`config.mk`:
```
export PLATFORM = sky130hd
export DESIGN_NAME = mu0_core_param
export DESIGN_NICKNAME = d
export VERILOG_FILES = /design/src/rtl/mu0_pkg.sv /design/src/rtl/mu0_alu.sv /design/src/rtl/mu0_core_param.sv
export SDC_FILE = /design/constraint.sdc
export NUM_CORES = 1
export LEC_CHECK = 0
export BUFFER_PORTS_ARGS = -buffer_cell sky130_fd_sc_hd__buf_2
export CORE_MARGIN = 10
export CORE_UTILIZATION = 40
export DETAILED_ROUTE_END_ITERATION = 16
export GPL_TIMING_DRIVEN = 0
export REMOVE_ABC_BUFFERS = 1
export SKIP_CTS_REPAIR_TIMING = 1
export SYNTH_ARGS = -nofsm -noshare
export SYNTH_HDL_FRONTEND = slang
export SYNTH_HIERARCHICAL = 1
export SYNTH_SLANG_ARGS = --single-unit
```
`constraint.sdc`:
```
create_clock -name clk -period 2.9 [get_ports clk]
set_clock_uncertainty 0.1 [all_clocks]
set_input_delay 0.58 -clock clk [delete_from_list [all_inputs] [get_ports clk]]
set_output_delay 0.58 -clock clk [all_outputs]
set_load 0.02 [all_outputs]
```
`src/rtl/mu0_pkg.sv`:
```
// rtl/mu0_pkg.sv - MU0 opcodes, FSM state encodings and the memory-opcode helper
package mu0_pkg;

  localparam logic [3:0] OP_LDA = 4'h0;
  localparam logic [3:0] OP_STA = 4'h1;
  localparam logic [3:0] OP_ADD = 4'h2;
  localparam logic [3:0] OP_SUB = 4'h3;
  localparam logic [3:0] OP_JMP = 4'h4;
  localparam logic [3:0] OP_JGE = 4'h5;
  localparam logic [3:0] OP_JNE = 4'h6;
  localparam logic [3:0] OP_STP = 4'h7;
  localparam logic [3:0] OP_LDI = 4'h8;
  localparam logic [3:0] OP_AND = 4'h9;
  localparam logic [3:0] OP_OR  = 4'hA;
  localparam logic [3:0] OP_NOT = 4'hB;
  localparam logic [3:0] OP_JSR = 4'hC;
  localparam logic [3:0] OP_RET = 4'hD;

  typedef enum logic [1:0] {
    ST_FETCH   = 2'd0,
    ST_EXECUTE = 2'd1,
    ST_HALT    = 2'd2
  } state_t;

  // Opcodes that touch memory in EXECUTE and therefore wait for mem_ready.
  function automatic logic is_mem_op(input logic [3:0] op);
    case (op)
      OP_LDA, OP_STA, OP_ADD, OP_SUB, OP_AND, OP_OR: return 1'b1;
      default:                                       return 1'b0;
    endcase
  endfunction

endpackage

```
`src/rtl/mu0_alu.sv`:
```
// rtl/mu0_alu.sv - combinational MU0 accumulator update
module mu0_alu
  import mu0_pkg::*;
#(
  parameter int DATA_W = 16,
  parameter int ADDR_W = 12
) (
  input  logic [3:0]        op,
  input  logic [DATA_W-1:0] acc,
  input  logic [DATA_W-1:0] mem,
  input  logic [ADDR_W-1:0] operand,
  output logic [DATA_W-1:0] acc_next
);

  // Non-ALU opcodes hand the accumulator back unchanged.
  always_comb begin
    acc_next = acc;
    case (op)
      OP_LDA:  acc_next = mem;
      OP_ADD:  acc_next = acc + mem;
      OP_SUB:  acc_next = acc - mem;
      OP_LDI:  acc_next = DATA_W'(operand);
      OP_AND:  acc_next = acc & mem;
      OP_OR:   acc_next = acc | mem;
      OP_NOT:  acc_next = ~acc;
      default: acc_next = acc;
    endcase
  end

endmodule

```
`src/rtl/mu0_core_param.sv`:
```
// rtl/mu0_core_param.sv - parametrised MU0 core with wait states and HALT
// Optional JSR/RET link register enabled by defining MU0_CALL_EN.
module mu0_core_param
  import mu0_pkg::*;
#(
  parameter int                DATA_W   = 16,
  parameter int                ADDR_W   = 12,
  parameter logic [ADDR_W-1:0] RESET_PC = '0
) (
  input  logic              clk,
  input  logic              rst,
  input  logic [DATA_W-1:0] data_in,
  input  logic              mem_ready,
  output logic [DATA_W-1:0] data_out,
  output logic [ADDR_W-1:0] address,
  output logic              memory_read,
  output logic              memory_write,
  output logic              fetch,
  output logic              halted,
  output logic [DATA_W-1:0] acc,
  output logic [ADDR_W-1:0] pc,
  output logic [1:0]        flags
);

  state_t            state, state_next;
  logic [DATA_W-1:0] ir;
  logic [DATA_W-1:0] acc_next;
  logic [3:0]        op;
  logic [ADDR_W-1:0] operand;
  logic              mem_op;
  logic              exec_done;
  logic              jump_taken;
  logic [ADDR_W-1:0] jump_target;

  assign op        = ir[DATA_W-1:DATA_W-4];
  assign operand   = ir[ADDR_W-1:0];
  assign mem_op    = is_mem_op(op);
  assign exec_done = (state == ST_EXECUTE) && (!mem_op || mem_ready);
  assign flags     = {acc[DATA_W-1], acc == '0};

`ifdef MU0_CALL_EN
  logic [ADDR_W-1:0] lr;
  assign jump_target = (op == OP_RET) ? lr : operand;
`else
  assign jump_target = operand;
`endif

  always_comb begin
    jump_taken = 1'b0;
    case (op)
      OP_JMP: jump_taken = 1'b1;
      OP_JGE: jump_taken = ~acc[DATA_W-1];
      OP_JNE: jump_taken = (acc != '0);
`ifdef MU0_CALL_EN
      OP_JSR, OP_RET: jump_taken = 1'b1;
`endif
      default: jump_taken = 1'b0;
    endcase
  end

  mu0_alu #(.DATA_W(DATA_W), .ADDR_W(ADDR_W)) u_alu (
    .op       (op),
    .acc      (acc),
    .mem      (data_in),
    .operand  (operand),
    .acc_next (acc_next)
  );

  always_ff @(posedge clk or posedge rst) begin
    if (rst) state <= ST_FETCH;
    else     state <= state_next;
  end

  always_comb begin
    state_next = state;
    case (state)
      ST_FETCH:   if (mem_ready) state_next = ST_EXECUTE;
      ST_EXECUTE: if (exec_done) state_next = (op == OP_STP) ? ST_HALT : ST_FETCH;
      default:    state_next = ST_HALT;
    endcase
  end

  always_comb begin
    address      = pc;
    memory_read  = 1'b0;
    memory_write = 1'b0;
    data_out     = '0;
    fetch        = 1'b0;
    halted       = 1'b0;
    case (state)
      ST_FETCH: begin
        memory_read = 1'b1;
        fetch       = 1'b1;
      end
      ST_EXECUTE: begin
        address = operand;
        if (op == OP_STA) begin
          memory_write = 1'b1;
          data_out     = acc;
        end else begin
          memory_read = mem_op;
        end
      end
      default: halted = 1'b1;
    endcase
  end

  // Datapath registers: fetch latches ir and steps pc; execute retires.
  always_ff @(posedge clk or posedge rst) begin
    if (rst) begin
      pc  <= RESET_PC;
      acc <= '0;
      ir  <= '0;
`ifdef MU0_CALL_EN
      lr  <= '0;
`endif
    end else if (state == ST_FETCH && mem_ready) begin
      ir <= data_in;
      pc <= pc + ADDR_W'(1);
    end else if (exec_done) begin
      acc <= acc_next;
      if (jump_taken) pc <= jump_target;
`ifdef MU0_CALL_EN
      if (op == OP_JSR) lr <= pc;
`endif
    end
  end

endmodule
```
Yosys cells after proc, flatten, opt, wreduce, memory -nomap -nowiden
Cells that the tools add are included.
- flip-flop bits (word level): 46
- bits in latches: 0
- memory bits (writable): 0
- ROM bits: 0
- input bits: 19
- output and inout bits: 62
- logic and storage cells: 61
- memories kept: 0
- $add $sub $neg: 3
- multipliers: 0
- divide/modulo/power cells: 0
- magnitude comparators: 0
- equality and inequality tests: 14
- shift-type cells: 0
- multiplexer cells: 19
- bitwise gates (word level): 5
- reductions and logical operators: 16
- operators by type and width (kind ; number):
    one-hot mux 16 bit (7 select lines) ; 1
    two-way mux 12 bit ; 4
    two-way mux 16 bit ; 2
    adder 16 bit ; 1
    bitwise AND 16 bit ; 1
    equality test 4 x 3 -> 1 bit (second input constant) ; 4
    equality test 4 bit (second input constant) ; 4
    logical NOT 16 bit ; 1
    NOT 16 bit ; 1
    OR 16 bit ; 1
    nonzero test 16 bit ; 1
    subtractor 16 bit ; 1
    adder 12 x 1 -> 12 bit (second input constant) ; 1
    equality test 4 x 2 -> 1 bit (second input constant) ; 2
    nonzero test 7 bit ; 1
    two-way mux 1 bit ; 6
    two-way mux 2 bit ; 3
    OR reduction 6 bit ; 1
    equality test 4 x 1 -> 1 bit (second input constant) ; 1
    logical NOT 4 bit ; 1
    inequality test 2 bit (second input constant) ; 2
    one-hot mux 2 bit (2 select lines) ; 1
    AND reduction 2 bit ; 2
    nonzero test 2 bit ; 2
    10 further kinds ; 12

Logic depth before layout (Yosys ltp)
Gate-level depths: netlist of the first run.
- depth after elaboration: 8
- gate-level depth with buffers: 14

Modules after synthesis
The synthesis of the first run kept the hierarchy.
- modules (own cells, without submodules) (module ; instances ; cells an instance ; area each (µm²)):
    mu0_core_param ; 1 ; 268 ; 2419.8
    mu0_alu ; 1 ; 324 ; 2165.8

Least setup slack after synthesis of the first run
OpenSTA, ideal clock, no wires.
- path type: input to register
- start point: input port data_in[2]
- end point: register acc[13]
- arrival: 2.913 ns
- required time: 2.675 ns
- setup slack: -0.238 ns
- stages on the path: 14
- cells stage by stage: buf_4 > nor4_4 > and2_2 > a21oi_1 > xnor2_1 > ha_1 > clkbuf_2 > a21o_1 > a211oi_1 > and2_1 > a21boi_1 > xnor2_1 > o221ai_1 > mux2_2
- word-level cells in the longest chain between the ends: 2
- elaborated cells between the ends (all ways): 3
- ends and longest elaborated chain (what ; RTL line ; RTL):
    from (decl) ; mu0_core_param.sv:12 ; input logic [DATA_W-1:0] data_in,
    subtractor 16 bit or adder 16 bit (tied branches) ; mu0_alu.sv:21, mu0_alu.sv:20 ;
    one-hot mux 16 bit (7 select lines) * ; mu0_alu.sv:18 ; case (op)
    net acc_next[13] ; mu0_core_param.sv:27 ; logic [DATA_W-1:0] acc_next;
    to (signal assigned) ; mu0_core_param.sv:121 ; acc <= acc_next;
    to (decl) ; mu0_core_param.sv:20 ; output logic [DATA_W-1:0] acc,
The timed path passes the listed nets; every way through them passes the cells marked *.
A chain may end at the register's enable or synchronous reset.

Final worst setup path of the first run
- start point: input port data_in[7]
- end point: register acc[15]
The elaborated chain is that of the path after synthesis.

==> results.toml, run 1 <==
[outcome]
status = "finished, violations left"
violations = "setup timing"

[timing]
fin_ws_ns = -0.369
period_needed_ns = 3.27
rsz0062_at_grt = "true"
worst_pin_slew_ns = 1.17
slew_violations = 0
finalHoldViolCount = 0
max_freq_ghz = 0.306
setup_violations = 9
slew_headroom_pct = 22.0
finalCritPeriodShare_pct = 113

[floorplan]
rows = 39
fp.dieH_um = 127
initial_utilization_pct = 40.5
fp.coreArea_sq_mm = 0.0113
dieArea_sq_mm = 0.0161
die_w_um = 127
io_pins = 81

[pwr]
p_comb_share_pct = 72.9
seq_power_share_pct = 20.1
internal_power_mw = 3.87
switchingPower_mw = 4.26
swShare_pct = 52.4
p_clk_share_pct = 7.0
p_per_area_mw_per_mm2 = 1370
leakage_nw = 2.69
power_mw = 8.14
vdd_ir_drop_max_v = 0.000584

[yosys]
yosysWarnings = 6
netlist_instances = 592
synth_cell_types = 72
synthFlopType = "dfrtp_1"
avgSynthCellArea_sq_um = 7.75
ys_ff_latch = 46
syn-cell-area_sq_mm = 0.00459
synth_edf_count = 0
seq_area_frac_synth_pct = 25.1
async_flop_share_pct = 100

[global_route]
antenna_found_initial = 0
grt_overflow = 0
grt_max_degree = 35
grtUsageTotal_pct = 17.5
grt_pass1_vias = 4484
grt_first_pass_wirelength_um = 23500

[placement]
port_buffers = 80
dp_cells = 780
hpwl_um = 10800
gp_congestion = 0.891

[critical_path]
slowest_stage = "nor4_4"
cp-end-kind = "flip-flop"
cpMostUsedCell = "xnor2_1"
path_class = "primary input to flip-flop"
worst-path-max-fanout = 6
crit_path_start_kind = "primary input"
cp_slowest_stage_delay_ns = 0.36
cp.required_ns = 2.98
crit_arrival_ns = 3.35
path_cells = "buf_2 > nor4_4 > nand2b_1 > nor2_2 > a21oi_1 > xnor2_1 > ha_1 > and3_4 > o21ai_0 > nor4_1 > a21oi_2 > xnor2_1 > o21ai_1 > mux2_2"

[routing]
wl_um = 16400
dr.pass1.iters = 5
drc = 0
wl_per_cell_um = 19.7
ant_nets = 0
drtIter0Drc = 546
vias_per_cell = 5.96
vias = 4954

[clock_tree]
cts_made_buffers = 5
cts_tree = "done"
cts.path.max_buffers = 2
cts-htree-levels = 2
cts.sinks = 46
cts_root_buf = "clkbuf_16"
clkSlewWorstSetupHoldPaths_ns = 0.07
insertion_delay_ns = 0.29

[cells_and_area]
syn_to_final_growth_pct = 29.3
fin_nets = 727
multi_input_area_sq_mm = 0.00359
drive_gt1_share_pct = 33.4
fillers = 1064
antenna_cells = 0
seq_area_sq_mm = 0.00117
final_cell_mix = "nand2_1 (109), buf_2 (77), nor2_1 (46), dfrtp_1 (42), buf_4 (38)"
final_common_cell = "nand2_1"
layoutNonFillerInstCount = 831

[flow_run]
maxCapViolations = 0

[min_path]
hold_class = "primary input to async pin"
## critical path, delay by kind of cell
family	cells	cell delay, ns
buffers and inverters	1	0.17
muxes	1	0.28
AOI/OAI and AO/OA	4	0.42
adders and majority gates	1	0.36
and+or+nand+nor	5	1.19
xor gates and xnor gates	2	0.35
## synthesized netlist by cell type (5+ instances only)
cell	count	share of area (%)
inv_1	13	1.1
nor4_1	6	0.82
nand3_1	13	1.4
dfrtp_1	46	25
ha_1	19	5.2
mux2i_1	12	2.6
xnor2_1	18	3.4
o21ai_0	32	3.5
clkbuf_1	14	1.1
nor2_1	51	4.2
a22o_1	5	0.95
mux2_2	16	3.9
a222oi_1	6	1.3
nand2_1	112	9.2
a21o_1	14	2.3
a31oi_1	8	1.1
buf_2	14	1.5
o221a_2	6	1.5
nor3_1	10	1.1
nand2b_1	10	1.4
xor2_1	11	2.1
and2_1	21	2.9
a211oi_1	6	0.98
a21oi_1	42	4.6
nor2b_1	9	1.2
## per-stage QoR
step,util (%),instance area (sq um),hold WS (ns),setup WS (ns),setup TNS (ns)
after floorplan,-,4390,0.377,-0.592,-5.53
after global placement,43.9,4970,0.395,-1.49,-29.79
after detailed placement,44.3,5020,0.425,-1.54,-23.17
after CTS,45.5,5150,0.210,-1.56,-28.53
after global routing,52.4,5930,0.241,-0.476,-3.36
final,52.4,5930,0.208,-0.369,-2.11
## path summary, 6_finish.rpt
check,from,endpoint,slack (ns),cells past startpoint
min reg2reg,ir[0],ir[0],0.43,2
max,data_in[7],acc[15],-0.37,14
min in group clk,ir[0],ir[0],0.43,2
max in group asynchronous,rst,pc[7],1.96,3
min,rst,ir[12],0.21,2
max reg2reg,ir[12],acc[12],-0.34,14
## sequential cells by signal, summed over array words and instances (netlist names)
signal	count
ir	16
pc	12
state	2
acc	16
## kinds of logic (layout without fill, tap and decap cells)
family | Yosys count | in the layout | synth area share [%]
compound gates | 160 | 160 | 24.1
fa+ha+maj | 20 | 20 | 5.62
xor+xnor | 29 | 29 | 5.54
buf+inv | 50 | 146 | 5.32
mux | 29 | 29 | 7.04
simple gates | 258 | 258 | 27.3
flops | 46 | 46 | 25.1
## final cells by class
| class | instances | share of cell area, % |
|---|---|---|
| clock buffer | 5 | 2.11 |
| clock inverter | 2 | 0.169 |
| inverter | 13 | 0.823 |
| multi-input combinational | 496 | 60.5 |
| sequential | 46 | 19.7 |
| tap | 143 | 3.02 |
| timing repair buffer | 126 | 13.7 |
## power groups by stage
stage | registers (mW) | logic [mW] | clock network (mW)
finish | 1.63 | 5.93 | 0.572
floorplan | 1.74 | 3.12 | 0
global route | 1.72 | 6.41 | 0.599
detailed placement | 1.75 | 4.49 | 0
global placement | 1.72 | 4.40 | 0
CTS | 1.74 | 4.51 | 0.581
## per-layer routing
layer  wire length [um]  global-route usage, %  vias to the layer above
met5                  0                      0                        -
met4                361                   4.82                        0
met3               1120                   3.23                       29
met2               7860                   29.2                      209
met1               7020                   22.4                     2397
li1                   -                      -                     2319
Power figures use the tool's default switching activity.
==> inputs of run 2 (changes only) <==
==> constraint.sdc (replaced) <==
create_clock -name clk -period 2.9 [get_ports clk]
set_clock_uncertainty 0.1 [all_clocks]
set_input_delay 0.145 -clock clk [delete_from_list [all_inputs] [get_ports clk]]
set_output_delay 0.145 -clock clk [all_outputs]
set_load 0.02 [all_outputs]
==> results.toml, run 2 (same netlist as run 1, synthesis figures left out) <==
[routing]
vias_per_cell = 6.04
ant_nets = 0
dr.pass1.iters = 5
wl_per_cell_um = 20.2
vias = 4991
drc = 0
drtIter0Drc = 604
wl_um = 16700

[global_route]
grt_overflow = 0
antenna_found_initial = 0
grt_first_pass_wirelength_um = 23500
grt_max_degree = 35
grtUsageTotal_pct = 17.5
grt_pass1_vias = 4484

[critical_path]
path_class = "flip-flop to flip-flop"
crit_arrival_ns = 3.28
crit_path_start_kind = "flip-flop"
slowest_stage = "dfrtp_4"
r2r_end = "acc[12]"
cp_slowest_stage_delay_ns = 0.51
r2r_cells = 14
worst-path-max-fanout = 6
rrSetupSlack_ns = -0.31
rr_startpoint = "ir[12]"
critical_path_buf_inv_count = 2
path_delay_family = "simple AND/OR/NAND/NOR gates"
path_cells = "nand2_8 > nor3_4 > buf_6 > buf_6 > a21oi_2 > xnor2_1 > ha_2 > nand3_2 > and2_4 > nand4_1 > a21oi_2 > mux2i_1 > o21ai_1 > mux2_4"
cp.required_ns = 2.98
cp_num_cells = 14
cp-end-kind = "flip-flop"

[clock_tree]
clkSlewWorstSetupHoldPaths_ns = 0.07
cts.path.max_buffers = 2
cts-htree-levels = 2
cts.sinks = 46
cts_root_buf = "clkbuf_16"
insertion_delay_ns = 0.29
cts_made_buffers = 5
cts_tree = "done"

[outcome]
violations = "setup timing"
status = "finished, violations left"

[placement]
hpwl_um = 10800
port_buffers = 80
gp_congestion = 0.891

[min_path]
min_from = "data_in[15]"
min_to = "ir[15]"
hold_class = "primary input to flip-flop"
whs_path_depth = 3

[timing]
fin_ws_ns = -0.306
setup_violations = 9
rsz0062_at_grt = "true"
period_needed_ns = 3.21
max_freq_ghz = 0.312
fin_tns_setup_ns = -1.97
finalHoldViolCount = 0
slew_violations = 0
slew_headroom_pct = 24.0
worst_pin_slew_ns = 1.14
hold_ws_ns = 0.0261
finalCritPeriodShare_pct = 111

[cells_and_area]
final_common_cell = "nand2_1"
reg_top3 = "acc (16), ir (16), pc (12)"
final_cell_mix = "nand2_1 (108), buf_2 (80), nor2_1 (47), dfrtp_1 (42), a21oi_1 (32)"
antenna_cells = 0
syn_to_final_growth_pct = 29.3
fin_nets = 723
drive_gt1_share_pct = 32.9

[pwr]
seq_power_share_pct = 20.2
p_comb_share_pct = 72.9
vdd_ir_drop_max_v = 0.000631
leakage_nw = 2.69
p_clk_share_pct = 7.0
p_per_area_mw_per_mm2 = 1380
switchingPower_mw = 4.27
swShare_pct = 52.2
internal_power_mw = 3.90

[floorplan]
fp.coreArea_sq_mm = 0.0113
io_pins = 81
dieArea_sq_mm = 0.0161
die_w_um = 127
fp.dieH_um = 127
rows = 39
initial_utilization_pct = 40.5

[flow_run]
maxCapViolations = 0
-- run 2: changes by cell type in the layout (fill, tap and decap cells not counted), sizes merged --
| cell | change |
|---|---|
| buf | -5 |
| dlygate4sd3 | +1 |
-- run 2: power by group through the flow --
stage                     clock network (mW)  logic [mW]  registers [mW]
final                                  0.568        5.96            1.65
after detailed placement                   0        4.49            1.75
after global placement                     0        4.40            1.72
after global routing                   0.596        6.42            1.73
after CTS                              0.581        4.51            1.74
after floorplan                            0        3.12            1.74
-- run 2: layer usage --
| metal | vias up | GRT usage, % | part of all wire (%) |
|---|---|---|---|
| met5 | - | 0 | 0 |
| met4 | 0 | 4.82 | 3.3 |
| met3 | 48 | 3.23 | 7.3 |
| met2 | 237 | 29.2 | 49 |
| met1 | 2399 | 22.4 | 41 |
| li1 | 2307 | - | - |
-- run 2: worst max path at each step --
stage	startpoint	to
floorplan	ir[12]	acc[11]
global placement	ir[12]	acc[11]
detailed placement	ir[12]	acc[11]
CTS	ir[12]	acc[11]
global route	ir[12]	acc[13]
finish	ir[12]	acc[12]
-- run 2: stage by stage --
step | power [mW] | instances | instance area (sq um) | util, % | setup slack (ns)
finish | 8.18 | 827 | 5930 | 52.4 | -0.306
floorplan | 4.86 | 555 | 4390 | - | -0.592
detailed placement | 6.24 | 780 | 5020 | 44.3 | -1.54
global route | 8.75 | 827 | 5930 | 52.4 | -0.405
global placement | 6.13 | 778 | 4970 | 43.9 | -1.49
CTS | 6.83 | 787 | 5150 | 45.5 | -1.56
-- run 2: area by class of cell --
| cell class | instances | area [sq um] |
|---|---|---|
| Sequential cell | 46 | 1170 |
| Fill cell | 1069 | 5390 |
| Clock inverter | 2 | 10.0 |
| Tap cell | 143 | 179 |
| Timing Repair Buffer | 122 | 797 |
| Clock buffer | 5 | 125 |
| Inverter | 13 | 48.8 |
| Multi-Input combinational cell | 496 | 3600 |
-- run 2: worst register-to-register path: stages, from the launching register on --
cell and delay [ns]:
dfrtp_4 0.51, nand2_8 0.08, nor3_4 0.24, buf_6 0.15, buf_6 0.10, a21oi_2 0.03
xnor2_1 0.21, ha_2 0.37, nand3_2 0.10, and2_4 0.15, nand4_1 0.23, a21oi_2 0.24
mux2i_1 0.24, o21ai_1 0.08, mux2_4 0.28
==> inputs of run 3 (changes only) <==
ABC_AREA = 1   (was not set)
CORE_MARGIN = 1   (was 10)
CORE_UTILIZATION = 52   (was 40)
PLACE_DENSITY = 0.78   (was not set)
==> results.toml, run 3 <==
[outcome]
status = "finished, violations left"
violations = "hold timing"

[timing]
slew_headroom_pct = 48.9
fin_ws_ns = 0.0953
hold_ws_ns = -0.00153
finalCritPeriodShare_pct = 96.7
max_freq_ghz = 0.357
finalHoldViolCount = 2
period_needed_ns = 2.80
slew_violations = 0
setup_violations = 0
worst_pin_slew_ns = 0.765

[pwr]
internal_power_mw = 2.66
p_per_area_mw_per_mm2 = 1160
swShare_pct = 57.0
p_comb_share_pct = 70.0
p_clk_share_pct = 8.0
vdd_ir_drop_max_v = 0.000468
switchingPower_mw = 3.53
leakage_nw = 2.94
power_mw = 6.18
seq_power_share_pct = 22.0

[critical_path]
path_cells = "nor2_4 > buf_4 > a21oi_1 > xor2_1 > ha_1 > nand3_1 > nand2_2 > nand2_1 > nand2_1 > or2_2 > nand3_1 > nand3_1 > nor2_1 > a21oi_2"
cpMostUsedCell = "nand3_1"
slowest_stage = "dfrtp_2"
cp-end-kind = "flip-flop"
path_class = "flip-flop to flip-flop"
cp_slowest_stage_delay_ns = 0.46
crit_arrival_ns = 2.89
cp.required_ns = 2.98
crit_path_start_kind = "flip-flop"
worst-path-max-fanout = 5

[yosys]
synth_cell_types = 45
seq_area_frac_synth_pct = 24.8
synth_area_leaders = "dfrtp_1 (25%), nand2_1 (17%), nand3_1 (7.5%)"
netlist_instances = 728
syn-cell-area_sq_mm = 0.00464
async_flop_share_pct = 100
ys_ff_latch = 46
synth_commonest_cells = "nand2_1 (214), nor2_1 (88), inv_1 (81)"
avgSynthCellArea_sq_um = 6.38
synth_edf_count = 0
synthFlopType = "dfrtp_1"
yosysWarnings = 6
yosysTopAreaCell = "dfrtp_1"
synthDominantCellAreaShare_pct = 24.8
synth.most_common_cell = "nand2_1"

[placement]
postPlaceCellArea_sq_mm = 0.00504
port_buffers = 80
dp_slack_ns = -0.150
gp_congestion = 1.00
hpwl_um = 10500

[clock_tree]
cts_made_buffers = 5
clkSlewWorstSetupHoldPaths_ns = 0.09
insertion_delay_ns = 0.30
cts-htree-levels = 2
cts_tree = "done"
cts.path.max_buffers = 2
cts.sinks = 46
cts_root_buf = "clkbuf_8"

[routing]
vias_per_cell = 5.71
wl_per_cell_um = 15.9
wl_um = 14500
ant_nets = 0
dr.pass1.iters = 6
drtIter0Drc = 352
drc = 0
vias = 5211

[cells_and_area]
final_area_sq_mm = 0.00532
final_common_cell = "nand2_1"
fin_nets = 842
reg_top3 = "acc (16), ir (16), pc (12)"
antenna_cells = 0
drive_gt1_share_pct = 22.0
final_cell_mix = "nand2_1 (212), nor2_1 (88), buf_2 (80), inv_1 (79), nand3_1 (70)"
syn_to_final_growth_pct = 14.6

[global_route]
grt_first_pass_wirelength_um = 22100
grt_max_degree = 33
grtUsageTotal_pct = 30.8
antenna_found_initial = 0
grt_pass1_vias = 4499
grt_overflow = 0

[min_path]
hold_class = "primary input to flip-flop"

[floorplan]
initial_utilization_pct = 53.5
dieArea_sq_mm = 0.00931
rows = 34
die_w_um = 96.5
fp.coreArea_sq_mm = 0.00868
io_pins = 81
fp.dieH_um = 96.5

[flow_run]
maxCapViolations = 0
run 3: cell types whose count changed after synthesis, moves of 11 or more:
| cell | before | now |
|---|---|---|
| nand2_1 | 112 | 214 |
| a21oi_1 | 42 | 28 |
| mux2i_1 | 12 | 0 |
| nor2_1 | 51 | 88 |
| inv_1 | 13 | 81 |
| inv_2 | 0 | 11 |
| a21o_1 | 14 | 2 |
| xnor2_1 | 18 | 1 |
| o21ai_0 | 32 | 43 |
| nand3_1 | 13 | 70 |
| and2_1 | 21 | 0 |
| mux2_2 | 16 | 0 |
run 3: power groups by stage:
stage / Sequential [mW] / Combinational [mW] / Clock [mW]
after floorplan: 1.43 / 2.79 / 0
after global placement: 1.33 / 3.87 / 0
after detailed placement: 1.36 / 3.96 / 0
after CTS: 1.34 / 3.99 / 0.505
after global routing: 1.40 / 4.77 / 0.527
final: 1.36 / 4.33 / 0.494
run 3: cell families (layout without fill, tap and decap cells):
kind of cell | count (synthesis) | count (layout) | share of synthesized area, %
compound gates | 112 | 112 | 15.6
xor+xnor | 14 | 14 | 2.64
fa+ha+maj | 20 | 20 | 5.55
buf+inv | 115 | 191 | 10.9
flops | 46 | 46 | 24.8
simple gates | 421 | 421 | 40.6
run 3: stage by stage:
step | cells | TNS [ns] | utilization, %
2_1_floorplan | 705 | 0 | -
3_3_place_gp | 893 | -0.321 | 57.8
3_5_place_dp | 894 | -0.490 | 58.0
4_1_cts | 902 | -0.393 | 59.3
5_1_grt | 912 | -0.152 | 61.3
6_report | 912 | 0 | 61.3
run 3: critical path: cells and delay by family (launching register included):
kind | cells | cell delay (ns)
xor gates and xnor gates | 1 | 0.15
and+or+nand+nor | 9 | 1.34
DFF | 1 | 0.46
AOI/OAI and AO/OA | 2 | 0.11
adders and majority gates | 1 | 0.36
buffers and inverters | 1 | 0.15
run 3: area by class of cell:
class	instances	area (sq um)
Clock buffer	6	72.6
Timing Repair Buffer	91	498
Clock inverter	2	37.5
Sequential cell	46	1150
Inverter	92	345
Multi-Input combinational cell	567	3080
Fill cell	839	3360
Tap cell	108	135
run 3: layer usage:
layer / vias up / track usage [%] / routed length (um) / part of all wire [%]
met4: 0 / 8.46 / 180 / 1.2
met3: 20 / 3.52 / 1150 / 7.9
met1: 2434 / 40.6 / 6180 / 43
met2: 246 / 53.1 / 6970 / 48
met5: - / 0 / 0 / 0
li1: 2511 / - / - / -
run 3: worst paths after layout:
kind	from	to	slack, ns	cells after the start
min	data_in[15]	ir[15]	-0.002	3
max in group asynchronous	rst	pc[5]	1.89	4
min in group asynchronous	rst	acc[1]	0.30	3
max	ir[15]	acc[6]	0.1	14
min reg2reg	ir[7]	ir[7]	0.47	2
max reg2reg	ir[15]	acc[6]	0.1	14
